**src/rtl/ldd_enc_pkg.sv**
```systemverilog
// Shared definitions for the ldd event encoder: index width derivation and code word layout.
package ldd_enc_pkg;

  localparam int IDX_LSB  = 1;
  localparam int MODE_BIT = 0;

  function automatic int idx_w(input int n);
    return (n < 2) ? 1 : $clog2(n);
  endfunction

  function automatic bit code_w_ok(input int n, input int cw);
    return cw >= idx_w(n) + 1;
  endfunction

endpackage

```
**src/rtl/ldd_prio_sel.sv**
```systemverilog
// Combinational find-first-set: lowest requesting line wins.
module ldd_prio_sel #(
  parameter int NUM_LINES = 19,
  parameter int IDX_W     = 5
) (
  input  logic [NUM_LINES-1:0] req_i,
  output logic [IDX_W-1:0]     idx_o,
  output logic                 any_o,
  output logic [NUM_LINES-1:0] onehot_o
);

  always_comb begin
    idx_o    = '0;
    onehot_o = '0;
    // Scan downward so the last hit, the lowest index, is what remains.
    for (int k = NUM_LINES - 1; k >= 0; k--) begin
      if (req_i[k]) begin
        idx_o       = IDX_W'(k);
        onehot_o    = '0;
        onehot_o[k] = 1'b1;
      end
    end
  end

  assign any_o = |req_i;

endmodule

```
**src/rtl/ldd_event_encoder.sv**
```systemverilog
// Latches one-hot event pulses into a pending mask and emits one {index, mode} word per
// accepted handshake, lowest pending line first; counts events that hit an already-pending line.
module ldd_event_encoder
  import ldd_enc_pkg::*;
#(
  parameter int NUM_LINES = 19,
  parameter int CODE_W    = 9,
  parameter int OVF_W     = 8
) (
  input  logic                 clk,
  input  logic                 rst_n,
  input  logic [NUM_LINES-1:0] ev_i,
  input  logic [NUM_LINES-1:0] mode_i,
  output logic [CODE_W-1:0]    code_o,
  output logic                 valid_o,
  input  logic                 ready_i,
  output logic [NUM_LINES-1:0] pend_o,
  output logic [OVF_W-1:0]     ovf_cnt_o,
  input  logic                 clr_ovf_i,
  output logic                 idle_o
);

  localparam int IDX_W = idx_w(NUM_LINES);

  generate
    if (!code_w_ok(NUM_LINES, CODE_W)) begin : g_bad_code_w
      $error("ldd_event_encoder: CODE_W too narrow for NUM_LINES");
    end
  endgenerate

  logic [NUM_LINES-1:0] pend_q, pend_d;
  logic [NUM_LINES-1:0] pend_mode_q, pend_mode_d;
  logic [CODE_W-1:0]    code_q, code_d;
  logic                 valid_q, valid_d;
  logic [OVF_W-1:0]     ovf_q, ovf_d;

  logic [IDX_W-1:0]     sel_idx;
  logic                 sel_any;
  logic [NUM_LINES-1:0] sel_oh;
  logic [NUM_LINES-1:0] sel_clr;
  logic                 load;
  logic                 overrun;

  ldd_prio_sel #(
    .NUM_LINES (NUM_LINES),
    .IDX_W     (IDX_W)
  ) u_sel (
    .req_i    (pend_q),
    .idx_o    (sel_idx),
    .any_o    (sel_any),
    .onehot_o (sel_oh)
  );

  assign load    = sel_any & (~valid_q | ready_i);
  assign sel_clr = load ? sel_oh : '0;
  assign overrun = |(ev_i & pend_q & ~sel_clr);

  always_comb begin
    // A fresh event always re-pends, even on the line being drained this cycle.
    pend_d      = ev_i | (pend_q & ~sel_clr);
    pend_mode_d = (ev_i & mode_i) | (~ev_i & pend_mode_q);

    code_d  = code_q;
    valid_d = valid_q;
    if (load) begin
      code_d                     = '0;
      code_d[IDX_LSB +: IDX_W]   = sel_idx;
      code_d[MODE_BIT]           = |(pend_mode_q & sel_oh);
      valid_d                    = 1'b1;
    end else if (valid_q && ready_i) begin
      valid_d = 1'b0;
    end

    ovf_d = ovf_q;
    if (clr_ovf_i) begin
      ovf_d = '0;
    end else if (overrun && (ovf_q != {OVF_W{1'b1}})) begin
      ovf_d = ovf_q + 1'b1;
    end
  end

  always_ff @(posedge clk or negedge rst_n) begin
    if (!rst_n) begin
      pend_q      <= '0;
      pend_mode_q <= '0;
      code_q      <= '0;
      valid_q     <= 1'b0;
      ovf_q       <= '0;
    end else begin
      pend_q      <= pend_d;
      pend_mode_q <= pend_mode_d;
      code_q      <= code_d;
      valid_q     <= valid_d;
      ovf_q       <= ovf_d;
    end
  end

  assign code_o    = code_q;
  assign valid_o   = valid_q;
  assign pend_o    = pend_q;
  assign ovf_cnt_o = ovf_q;
  assign idle_o    = (pend_q == '0) & ~valid_q;

endmodule
```
**config.mk**
```make
export PLATFORM = sky130hd
export DESIGN_NAME = ldd_event_encoder
export DESIGN_NICKNAME = d
export VERILOG_FILES = /design/src/rtl/ldd_enc_pkg.sv /design/src/rtl/ldd_prio_sel.sv /design/src/rtl/ldd_event_encoder.sv
export SDC_FILE = /design/constraint.sdc
export NUM_CORES = 1
export LEC_CHECK = 0
export BUFFER_PORTS_ARGS = -buffer_cell sky130_fd_sc_hd__buf_2
export CAP_MARGIN = 40
export CORE_ASPECT_RATIO = 1.1
export CORE_MARGIN = 2
export CORE_UTILIZATION = 51
export DETAILED_ROUTE_END_ITERATION = 6
export PLACE_DENSITY = 0.86
export SETUP_SLACK_MARGIN = 0.4
export SLEW_MARGIN = 40
export SYNTH_ARGS = -nofsm -noshare
export SYNTH_HDL_FRONTEND = slang
export SYNTH_HIERARCHICAL = 1
export SYNTH_SLANG_ARGS = --single-unit
```
**constraint.sdc**
```tcl
create_clock -name clk -period 3.4 [get_ports clk]
set_input_delay 0.17 -clock clk [delete_from_list [all_inputs] [get_ports clk]]
set_output_delay 0.17 -clock clk [all_outputs]
set_load 0.02 [all_outputs]
```
* Word level (Yosys, flattened, before mapping) *
Index checks and enable logic that the tools add are counted.

word-level totals
  register bits = 53
  input bits = 42
  output and inout bits = 38

cells by class
  add/sub/neg operators = 1
  eq/ne operators = 1
  muxes and demuxes = 43
  bitwise gates (word level) = 14
  reductions and logical operators = 8

operator list
  kind                                          number
  two-way mux 19 bit                            20
  bitwise AND 19 bit                            6
  two-way mux 5 bit                             19
  OR reduction 19 bit                           3
  inverter 19 bit                               2
  bitwise OR 19 bit                             2
  logical NOT 19 bit                            1
  two-way mux 8 bit                             2
  adder 8 x 1 -> 8 bit (second input constant)  1
  != test 8 bit (second input constant)         1
  nonzero test 2 bit                            2
  bitwise AND 1 bit                             2
  logical AND 1 bit                             2
  two-way mux 1 bit                             2
  inverter 1 bit                                1
  bitwise OR 1 bit                              1

* Longest topological paths before layout *
Gate-level depths: netlist of the first run.

  depth after elaboration = 26
  gate-level depth with buffers = 10

* Cells and area by module *
Netlist of the first run, hierarchy kept.

by module, submodules not included
  module             times used  cells each  area an instance (um^2)  seq. area each (um^2)
  ldd_event_encoder  1           227         2502.4                   1326.3
  ldd_prio_sel       1           63          429.2                    0.0

* Worst setup path after synthesis of the first run *
No wires, ideal clock.

  kind = flip-flop to flip-flop
  from = register pend_q[3] (netlist: pend_o[3])
  to = register ovf_q[1] (netlist: ovf_cnt_o[1])
  arrival = 2.530 ns
  path slack = 0.741 ns
  cell stages (with the launch flop) = 9
  cells stage by stage = dfrtp_1 -> or4_4 -> nor4_1 -> nand3_1 -> a311oi_1 -> nand4_2 -> o22ai_4 -> mux2i_1 -> nor2_1

on the way
  cells in the longest elaborated chain, start to end = 10
  elaborated cells on any way between the ends = 13
  classes of those cells = mux: 5; bitwise: 4; reduce/logical: 4

ends and longest elaborated chain
  what                                 RTL line                 text
  start, declared                      ldd_event_encoder.sv:31  logic [NUM_LINES-1:0] pend_q, pend_d;
  start signal, assigned               ldd_event_encoder.sv:90  pend_q <= pend_d;
  two-way mux 19 bit (4 in series)     ldd_prio_sel.sv:17       if (req_i[k]) begin
  net sel_oh[7]                        ldd_event_encoder.sv:39  logic [NUM_LINES-1:0] sel_oh;
  two-way mux 19 bit                   ldd_event_encoder.sv:55  assign sel_clr = load ? sel_oh : '0;
  inverter 19 bit                      ldd_event_encoder.sv:56  assign overrun = |(ev_i & pend_q & ~sel_clr);
  bitwise AND 19 bit                   ldd_event_encoder.sv:56
  OR reduction 19 bit                  ldd_event_encoder.sv:56
  logical AND 1 bit                    ldd_event_encoder.sv:77  end else if (overrun && (ovf_q != {OVF_W{1'b1}})) begin
  nonzero test 2 bit (no source line)  --
  end signal, assigned                 ldd_event_encoder.sv:94  ovf_q <= ovf_d;
  end, declared                        ldd_event_encoder.sv:35  logic [OVF_W-1:0] ovf_q, ovf_d;

The timed path passes the listed nets, and every way through them passes these cells.
A chain may end at the register's enable or synchronous reset.

* Final worst setup path of the first run *
  from = register pend_q[3] (netlist: pend_o[3])
  to = register ovf_q[4] (netlist: ovf_cnt_o[4])

on the way
  elaborated cells on any way between the ends = 13
  classes of those cells = mux: 5; bitwise: 4; reduce/logical: 4

RTL lines
  what                                 RTL line                 text
  OR reduction 19 bit                  ldd_prio_sel.sv:25       assign any_o = |req_i;
  net sel_any                          ldd_event_encoder.sv:38  logic sel_any;
  bitwise AND 1 bit                    ldd_event_encoder.sv:54  assign load = sel_any & (~valid_q | ready_i);
  two-way mux 19 bit                   ldd_event_encoder.sv:55
  inverter 19 bit                      ldd_event_encoder.sv:56
  bitwise AND 19 bit                   ldd_event_encoder.sv:56
  OR reduction 19 bit                  ldd_event_encoder.sv:56
  logical AND 1 bit                    ldd_event_encoder.sv:77
  nonzero test 2 bit (no source line)  --

The timed path passes the listed nets, and every way through them passes these cells.

==> run_results.csv, run 1 <==
group,metric,value,unit
timing,hold_viol_final,0,
global_routing,gr-total-overflow,0,
logic_synthesis,synth_edf_count,0,
pwr,ir_drop,0.000213,V
job,maxCapViolCount,0,
floorplan,die_y,83.5,um
placed_design,hpwl,5880,um
min_path,min_from,"ev_i[12]",
clock_tree,cts_buffer_depth,2,
drt,initialDrtViolationCount,150,
clock_tree,root_buffer,"clkbuf_8",
outcome,status,"complete, no violations",
setup_path,rr_startpoint,"pend_o[3]$_DFF_PN0_",
placed_design,io_buffers,76,
drt,firstDrtPassIters,4,
global_routing,grt_pass1_wl,12600,um
timing,max-slew-margin-rel,55.6,%
setup_path,required,3.64,ns
floorplan,coreArea,5470,sq um
floorplan,design.die.area,6370,sq um
floorplan,boundaryPins,80,
timing,clock.fmax,353,MHz
timing,fin_crit_sh,83.3,%
timing,worstMarginPinSlew,0.659,ns
layout,post-route-util,64.6,%
logic_synthesis,yosys.cell_types.count,57,
global_routing,track_usage,24.6,%
pwr,power_density,339,nW/um^2
timing,min_period,2.83,ns
clock_tree,clock-sinks,53,
layout,diodes,0,
layout,fillCellCount,470,
timing,rsz0062_at_grt,"no",
layout,syn2layout_area_growth,20.5,%
timing,fin_setup_tns,0,ns
placed_design,placed_area,3390,sq um
logic_synthesis,seq_area_frac_synth,45.2,%
clock_tree,clk-insertion-delay-late,0.31,ns
global_routing,grt_start_max_net_pins,32,
min_path,hold_end,"pend_o[12]$_DFF_PN0_",
floorplan,num_rows,28,
min_path,hold_class,"in2reg",
logic_synthesis,syn_area,2930,sq um
clock_tree,cts_tree,"built",
layout,layout.nets,416,
setup_path,endpoint_kind,"flip-flop",
setup_path,cp-start-kind,"flip-flop",
floorplan,initial_core_util,53.6,%
logic_synthesis,synth-async-reset-ratio,100,%
setup_path,path_class,"reg2reg",
setup_path,r2r_end,"ovf_cnt_o[4]$_DFFE_PN0P_",
logic_synthesis,ys_ff_latch,53,
logic_synthesis,synthCells,290,
layout,drive_above_1_share,38.2,%
drt,routedWlPerCell,16.9,um
drt,via_count,2606,
setup_path,reg2reg_setup_slack,0.57,ns
placed_design,globalplace.congestion,0.994,
drt,drtAntennaViolNets,0,
clock_tree,clk_pin_slew,0.10,ns
floorplan,fp.dieW,76.3,um
logic_synthesis,syn_area_per_cell,10.1,sq um
min_path,holdPathStages,2,
setup_path,critical_path_arrival,3.08,ns
logic_synthesis,synth-main-ff-cell,"dfrtp_1",
setup_path,r2r_cells,10,
clock_tree,htree_levels,2,
logic_synthesis,yosys_warnings,6,
timing,holdWs,0.0620,ns
timing,setup-violations-final,0,
pwr,leakage,1.50,nW
global_routing,antenna_found_initial,0,
timing,slew_viol_final,0,
clock_tree,cts_made_buffers,5,
layout,stdcell_area,3530,sq um
timing,skew,0.00720,ns
drt,via_per_inst,5.80,
drt,drc,0,
drt,routed_wl,7580,um
global_routing,grt_pass1_vias,2597,
setup_path,worstPathMaxFanout,10,
==> final cells by class <==
class	count	area [sq um]	share of cell area (%)
clock buffers	5	68.8	1.95
repair buffers	86	458	13.0
multi-input cells	221	1540	43.5
clock inverters	3	22.5	0.638
well taps	75	93.8	2.66
flip-flops and latches	53	1330	37.6
inverters	6	22.5	0.638
==> worst max-delay path by stage <==
stage | from | end | slack, ns
after detailed placement | pend_o[3]$_DFF_PN0_ | ovf_cnt_o[4]$_DFFE_PN0P_ | 0.31
after CTS | pend_o[3]$_DFF_PN0_ | ovf_cnt_o[4]$_DFFE_PN0P_ | 0.50
after floorplan | pend_o[3]$_DFF_PN0_ | ovf_cnt_o[1]$_DFFE_PN0P_ | 0.74
final | pend_o[3]$_DFF_PN0_ | ovf_cnt_o[4]$_DFFE_PN0P_ | 0.57
after global routing | pend_o[3]$_DFF_PN0_ | ovf_cnt_o[1]$_DFFE_PN0P_ | 0.40
after global placement | pend_o[3]$_DFF_PN0_ | ovf_cnt_o[4]$_DFFE_PN0P_ | 0.47
==> where the power goes <==
| group | switching [W] | total [W] | internal, W |
|---|---|---|---|
| clock | 0.000217 | 0.000361 | 0.000145 |
| combinational | 0.0000826 | 0.000150 | 0.0000677 |
| sequential | 0.0000235 | 0.000684 | 0.000661 |
==> synthesized netlist by cell type (2+ instances only) <==
cell type | number | area share, %
dfrtp_1 | 53 | 45
nand2_1 | 39 | 5.0
mux2_2 | 24 | 9.2
a31oi_1 | 20 | 4.3
a21o_1 | 19 | 4.9
nor2_1 | 14 | 1.8
a21oi_1 | 11 | 1.9
nor4_1 | 11 | 2.3
nand3_1 | 10 | 1.7
inv_1 | 6 | 0.77
o21ai_0 | 6 | 1.0
a22oi_1 | 4 | 1.0
buf_4 | 4 | 1.0
nor3_1 | 4 | 0.68
or3_1 | 4 | 0.85
and2_2 | 3 | 0.77
and3_1 | 3 | 0.64
and3_2 | 3 | 0.77
clkbuf_1 | 3 | 0.38
nor3b_1 | 3 | 0.77
or4_1 | 3 | 0.77
a221oi_1 | 2 | 0.60
a22o_1 | 2 | 0.60
and2_1 | 2 | 0.43
and4b_1 | 2 | 0.68
nand4_1 | 2 | 0.43
nor2b_1 | 2 | 0.43
o31ai_1 | 2 | 0.51
==> cells by family (layout without fill, tap and decap cells) <==
group	Yosys count	count (layout)	share of synthesized area [%]
buffers and inverters	18	100	3.58
flip-flops	53	53	45.2
XOR/XNOR	1	1	0.299
other	1	3	0.128
adder cells (fa/ha/maj)	1	1	0.427
AND/OR/NAND/NOR	117	117	23.0
AO/OA/AOI/OAI	74	74	17.8
multiplexers	25	25	9.56
==> cells in the final DEF, fill, tap and decap left out, types with 2 or more instances in the layout <==
cell type   Yosys  layout
mux2_2         24      24
a221oi_1        2       2
and2_2          3       3
and4b_1         2       2
conb_1          1       3
buf_4           4       9
and3_2          3       3
nor2b_1         2       2
nor2_2          1       2
nand2_1        39      39
nor3b_1         3       3
a22oi_1         4       4
inv_1           6       6
a22o_1          2       2
o21ai_0         6       6
clkinvlp_4      0       3
nor3_1          4       4
a31oi_2         0       2
nor4_1         11      10
dfrtp_1        53      51
nor2_1         14      13
a21oi_1        11      11
nand3_1        10      10
a31oi_1        20      18
and3_1          3       3
or4_1           3       3
buf_2           1      76
dfrtp_2         0       2
nor4_4          1       2
and2_1          2       2
o31ai_1         2       2
a21o_1         19      19
or3_1           4       4
clkbuf_8        1       5
nand4_1         2       2
==> per-stage QoR <==
| step | worst slack, ns | instances | total power (W) |
|---|---|---|---|
| CTS | 0.498 | 449 | 0.00121 |
| finish | 0.567 | 449 | 0.00120 |
| global route | 0.402 | 449 | 0.00126 |
| floorplan | 0.741 | 292 | 0.000777 |
| detailed placement | 0.308 | 439 | 0.000847 |
| global placement | 0.465 | 439 | 0.000841 |
==> critical path, cell delays in order, from the launching register on <==
cell and delay, ns:
dfrtp_2 0.49, nor4_4 0.36, and4_4 0.32, nand4_1 0.16
buf_4 0.22, a31oi_1 0.23, nor4_1 0.13, nand4_2 0.15
nor2_2 0.07, or4_1 0.50, a21oi_1 0.15
==> what timing repair did <==
item                                   CTS  global route
gates resized for setup                  0             7
hold buffers                             1             0
setup endpoints to repair                4             8
pin swaps                                0             1
endpoints found under the hold margin   22             0
setup buffers                            1             0
==> routing by layer <==
layer  track usage, %  vias to the layer above  part of all wire, %
met2             42.1                      115                   49
met4             7.93                        0                  2.5
met5                0                        -                    0
met1             31.2                     1226                   41
li1                 -                     1247                    -
met3             5.09                       18                  6.8
No activity file was read; power rests on OpenSTA's default activity.
==> run 2, diff against run 1 <==
Settings changed: ABC_AREA set to 1, PLACE_DENSITY 0.86 to 0.85.
Clock period 3.4 ns to 2.8 ns, I/O delays scaled along.
==> run_results.csv, run 2 <==
group,metric,value,unit
outcome,status,"complete, no violations",
setup_path,cp-startpoint,"pend_o[9]$_DFF_PN0_",
global_routing,grt_pass1_vias,2781,
layout,drive_above_1_share,27.2,%
floorplan,design.die.area,6790,sq um
floorplan,coreArea,5840,sq um
clock_tree,clock-sinks,53,
setup_path,rr_startpoint,"pend_o[9]$_DFF_PN0_",
drt,via_count,3086,
placed_design,io_buffers,76,
timing,setup-violations-final,0,
setup_path,critical_path_arrival,2.49,ns
layout,final_cell_mix,"160 x nand2_1, 75 x buf_2, 60 x inv_1, 46 x dfrtp_1, 25 x nand3_1",
timing,skew,0.00509,ns
logic_synthesis,ys_ff_latch,53,
placed_design,globalplace.congestion,0.935,
job,maxCapViolCount,0,
layout,fillCellCount,525,
drt,firstDrtPassIters,4,
clock_tree,clk_pin_slew,0.10,ns
setup_path,endpoint_kind,"flip-flop",
timing,slew_viol_final,0,
pwr,pwr-share-clk,29.4,%
timing,fin_setup_tns,0,ns
pwr,p_switching,0.000425,W
logic_synthesis,yosys.cell_types.count,35,
layout,syn2layout_area_growth,20.9,%
clock_tree,cts_made_buffers,5,
setup_path,worstPathMaxFanout,8,
logic_synthesis,yosys_warnings,6,
global_routing,track_usage,24.2,%
floorplan,die_y,86.3,um
timing,min_period,2.24,ns
pwr,p_total,0.00149,W
global_routing,grt_pass1_wl,12900,um
clock_tree,cts_buffer_depth,2,
setup_path,reg2reg_setup_slack,0.56,ns
clock_tree,root_buffer,"clkbuf_8",
floorplan,boundaryPins,80,
clock_tree,htree_levels,2,
logic_synthesis,synth-main-ff-cell,"dfrtp_1",
logic_synthesis,synth_top_cell_area_share,42.3,%
timing,clock.fmax,447,MHz
timing,fin_crit_sh,79.9,%
logic_synthesis,synth_area_leaders,"dfrtp_1 42%, nand2_1 19%, inv_1 7.2%, nand3_1 4.1%, nor2_1 3.2%",
setup_path,crit_path_end,"ovf_cnt_o[6]$_DFFE_PN0P_",
logic_synthesis,seq_area_frac_synth,42.3,%
pwr,power_density,392,nW/um^2
logic_synthesis,syn_area_per_cell,7.29,sq um
timing,max-slew-margin-rel,54.5,%
setup_path,r2r_cells,15,
floorplan,num_rows,29,
pwr,switching_share,28.6,%
pwr,internal-power,0.00106,W
pwr,leakage,2.04,nW
pwr,seqPwrFrac,56.3,%
logic_synthesis,syn_area,3140,sq um
pwr,pwr-share-comb,14.4,%
global_routing,antenna_found_initial,0,
setup_path,cp-start-kind,"flip-flop",
layout,multi_input_area,1570,sq um
drt,drtAntennaViolNets,0,
timing,worstMarginPinSlew,0.683,ns
layout,final-seq-area,1340,sq um
timing,holdWs,0.0184,ns
layout,layout.nets,560,
floorplan,fp.dieW,78.8,um
setup_path,r2r_end,"ovf_cnt_o[6]$_DFFE_PN0P_",
min_path,hold_class,"in2reg",
layout,layout_commonest_cell,"nand2_1",
drt,routedWlPerCell,13.9,um
setup_path,path_class,"reg2reg",
drt,initialDrtViolationCount,219,
drt,routed_wl,8280,um
drt,drc,0,
layout,post-route-util,64.9,%
clock_tree,clk-insertion-delay-late,0.31,ns
logic_synthesis,synth-async-reset-ratio,100,%
clock_tree,cts_tree,"built",
drt,via_per_inst,5.19,
logic_synthesis,synth_top_area_cell,"dfrtp_1",
layout,diodes,0,
logic_synthesis,synth_common_cells,"161 x nand2_1, 60 x inv_1, 53 x dfrtp_1",
timing,hold_viol_final,0,
logic_synthesis,synth.most_common_cell,"nand2_1",
logic_synthesis,synth_edf_count,0,
pwr,ir_drop,0.000206,V
floorplan,initial_core_util,53.7,%
timing,rsz0062_at_grt,"yes",
logic_synthesis,synthCells,430,
placed_design,hpwl,6190,um
global_routing,gr-total-overflow,0,
setup_path,required,3.05,ns
global_routing,grt_start_max_net_pins,54,
-- run 2: changes by cell type after synthesis, moves of 5 or more --
cell | previous run | this run
nor4_1 | 11 | 5
mux2_2 | 24 | 8
nor2_2 | 1 | 11
a21o_1 | 19 | 8
nand3_1 | 10 | 26
nand3_2 | 0 | 5
inv_1 | 6 | 60
nor2_1 | 14 | 27
a31oi_1 | 20 | 1
nand2_1 | 39 | 161
nand4_1 | 2 | 10
-- run 2: power groups by stage --
| stage | combinational, W | clock [W] | sequential, W |
|---|---|---|---|
| global placement | 0.000200 | 0 | 0.000847 |
| finish | 0.000214 | 0.000436 | 0.000836 |
| global route | 0.000238 | 0.000465 | 0.000842 |
| floorplan | 0.000105 | 0 | 0.000859 |
| CTS | 0.000207 | 0.000440 | 0.000835 |
| detailed placement | 0.000205 | 0 | 0.000849 |
-- run 2: logic make-up after synthesis --
| kind of cell | Yosys count | share of synthesized area [%] |
|---|---|---|
| compound gates | 35 | 7.42 |
| xor+xnor | 3 | 0.838 |
| fa+ha+maj | 1 | 0.399 |
| buf+inv | 70 | 9.57 |
| flops | 53 | 42.3 |
| mux | 8 | 2.87 |
| other cells | 1 | 0.120 |
| simple gates | 259 | 36.5 |
-- run 2: metrics by stage --
step                cell area [sq um]  std cells  setup slack (ns)
floorplan                        3140        432             0.698
global placement                 3590        581             0.488
detailed placement               3590        581             0.345
CTS                              3690        590             0.410
global route                     3790        595             0.381
finish                           3790        595             0.563
-- run 2: timing repair --
item | in CTS | in global routing
pin swaps | 0 | 2
hold buffers | 1 | 0
endpoints found under the hold margin | 53 | 0
setup endpoints to repair | 8 | 8
buffers inserted | 0 | 5
resized for setup | 4 | 17
-- run 2: routing by layer --
metal  vias up  track usage, %  share of wire [%]
met3        15            3.85                5.9
met1      1439            31.7                 43
met4         0            7.34                1.7
met2       110            41.5                 49
met5         -               0                  0
li1       1522               -                  -
-- run 2: how the worst min path moves through the flow --
stage	startpoint	to	depth (start not counted)
final	mode_i[16]	flip-flop	3
after global routing	mode_i[2]	flip-flop	3
after CTS	mode_i[16]	flip-flop	3
after detailed placement	rst_n	code_o[4]$_DFFE_PN0N_	1
after global placement	mode_i[4]	flip-flop	3
after floorplan	rst_n	async pin	0
-- run 2: critical path: stages, from the launching register on --
cell and delay, ns:
dfrtp_1 0.44, nor2_2 0.16, nand2_1 0.11, inv_1 0.15, nand2_4 0.09, nor2_4 0.10
inv_2 0.07, nor2_2 0.10, nand3_1 0.14, nand3_2 0.10, nand2_1 0.05, nor2_1 0.12
nand2_2 0.09, o21bai_4 0.24, nand3_1 0.11, nand2_1 0.09
-- run 2: area by class of cell --
class                      count  area share (%)
multi-input combinational    309            41.5
sequential                    53            35.2
timing repair buffer          87            12.4
inverter                      61            6.04
tap                           77            2.54
clock buffer                   5            1.81
clock inverter                 3           0.462
==> run 3, diff against run 2 <==
Settings changed: ABC_AREA 1 to 0, CORE_UTILIZATION 51 to 47, PLACE_DENSITY 0.85 to 0.84.
Clock period 2.8 ns to 2 ns, I/O delays scaled along.
==> run_results.csv, run 3 (same netlist as run 1, synthesis figures left out) <==
group,metric,value,unit
floorplan,design.die.area,6890,sq um
floorplan,coreArea,6120,sq um
min_path,hold_class,"in2reg",
pwr,ir_drop,0.000375,V
placed_design,hpwl,6590,um
drt,initialDrtViolationCount,299,
layout,layout.nets,495,
global_routing,grt_pass1_vias,3115,
timing,skew,0.0145,ns
drt,drc,0,
global_routing,met1_usage,35.9,%
timing,fin_crit_sh,140,%
timing,min_period,2.81,ns
pwr,power_density,468,nW/um^2
timing,worstMarginPinSlew,0.671,ns
setup_path,worstPathMaxFanout,6,
clock_tree,cts_tree,"built",
layout,syn2layout_area_growth,53.9,%
setup_path,cp-start-kind,"flip-flop",
layout,drive_above_1_share,57.4,%
placed_design,globalplace.congestion,0.969,
setup_path,max_stage_delay,0.47,ns
floorplan,fp.dieW,79.3,um
drt,routedWlPerCell,18.9,um
floorplan,initial_core_util,47.9,%
timing,hold_viol_final,3,
global_routing,use_met3,4.27,%
timing,setup-violations-final,32,
floorplan,boundaryPins,80,
setup_path,cp_cell_sequence,"nor4_4 -> and4_4 -> nand4_1 -> buf_4 -> a31oi_1 -> nor4_2 -> nand2_1 -> buf_4 -> nor2_4 -> or4_1 -> a21oi_1",
setup_path,crit_path_top_delay_cell,"or4_1",
layout,diodes,0,
clock_tree,clk-insertion-delay-late,0.33,ns
pwr,leakage,1.94,nW
timing,clock.fmax,356,MHz
placed_design,pre_cts_slack,-0.780,ns
setup_path,path_class,"reg2reg",
setup_path,crit_top_cell,"buf_4",
global_routing,track_usage,28.8,%
global_routing,grt_start_max_net_pins,32,
layout,final_cell_mix,"75 x buf_2, 68 x buf_4, 48 x dfrtp_1, 32 x nand2_1, 24 x mux2_2",
clock_tree,clk_pin_slew,0.10,ns
clock_tree,cts_made_buffers,5,
layout,layout_commonest_cell,"buf_2",
timing,fin_ws,-0.807,ns
global_routing,gr-total-overflow,0,
global_routing,use_met2,48.7,%
min_path,holdPathStages,2,
drt,routed_wl,10000,um
global_routing,grt_pass1_wl,15100,um
timing,max-slew-margin-rel,55.3,%
floorplan,die_y,86.8,um
outcome,failed_checks,"hold timing, setup timing",
timing,rsz0062_at_grt,"yes",
setup_path,critical_path_arrival,3.06,ns
timing,slew_viol_final,0,
setup_path,endpoint_kind,"flip-flop",
clock_tree,cts_buffer_depth,2,
drt,via_count,3228,
clock_tree,htree_levels,2,
clock_tree,clock-sinks,53,
drt,firstDrtPassIters,5,
outcome,status,"complete, but fails checks",
global_routing,grt_busiest_layer,"met2",
floorplan,num_rows,30,
global_routing,antenna_found_initial,0,
job,maxCapViolCount,0,
setup_path,r2r_cells,11,
clock_tree,root_buffer,"clkbuf_8",
layout,fillCellCount,425,
setup_path,required,2.25,ns
placed_design,io_buffers,76,
drt,via_per_inst,6.06,
timing,holdWs,-0.00227,ns
drt,drtAntennaViolNets,0,
run 3: changes by cell type in the layout (fill, tap and decap cells not counted), moves of 8 or more:
cell     before  now
nand2_1     160   32
buf_4        10   68
inv_1        60    6
nand3_1      25    7
mux2_2        8   24
nor2_1       24   10
buf_6         1   14
a21o_1        8   19
nand4_1      10    2
nor2_2       11    3
run 3: worst max-delay path: cells and delay by family, from the launching register on:
kind / cells / cell delay, ns
AOI/OAI and AO/OA: 2 / 0.30
DFF: 1 / 0.45
and+or+nand+nor: 7 / 1.60
buffers and inverters: 2 / 0.38
run 3: routing by layer:
layer / vias up / share of wire (%) / routed length, um
met3: 53 / 7.1 / 709
met1: 1554 / 39 / 3920
li1: 1411 / - / -
met5: - / 0 / 0
met2: 210 / 49 / 4950
met4: 0 / 4.7 / 471
run 3: repair_timing:
action | in CTS | in global routing
hold buffers | 7 | 0
buffers inserted | 8 | 2
endpoints found under the hold margin | 35 | 0
pin swaps | 18 | 11
resized for setup | 41 | 32
cloned | 1 | 0
endpoints found under the setup margin | 35 | 35
run 3: layout make-up:
| cell class | instances | area, sq um | share of cell area (%) |
|---|---|---|---|
| Multi-Input combinational cell | 221 | 1840 | 40.7 |
| Sequential cell | 53 | 1330 | 29.5 |
| Timing Repair Buffer | 165 | 1130 | 25.1 |
| Tap cell | 80 | 100 | 2.22 |
| Clock buffer | 5 | 68.8 | 1.52 |
| Inverter | 6 | 22.5 | 0.499 |
| Clock inverter | 3 | 17.5 | 0.388 |
run 3: final timing paths:
path	startpoint	to	slack, ns
max	pend_o[1]$_DFF_PN0_	ovf_cnt_o[4]$_DFFE_PN0P_	-0.81
min	ev_i[14]	pend_o[14]$_DFF_PN0_	-0.002
max reg2reg	pend_o[1]$_DFF_PN0_	ovf_cnt_o[4]$_DFFE_PN0P_	-0.81
min reg2reg	code_o[2]$_DFFE_PN0N_	code_o[2]$_DFFE_PN0N_	0.52
max in group asynchronous	rst_n	async pin	0.93
min in group asynchronous	rst_n	async pin	0.33
run 3: through the flow:
stage	cell area (sq um)	total power [W]	util [%]	TNS (ns)	std cells
after detailed placement	3930	0.00146	64.2	-9.48	507
final	4510	0.00211	73.8	-14.73	533
after global routing	4510	0.00220	73.8	-16.82	533
after floorplan	2990	0.00132	-	-7.19	292
after global placement	3930	0.00145	64.2	-7.62	507
after CTS	4380	0.00210	71.5	-8.80	531
run 3: power breakdown:
group          internal, W  switching (W)
Clock             0.000243       0.000373
Combinational     0.000154       0.000179
Sequential         0.00112      0.0000411
Total              0.00152       0.000594
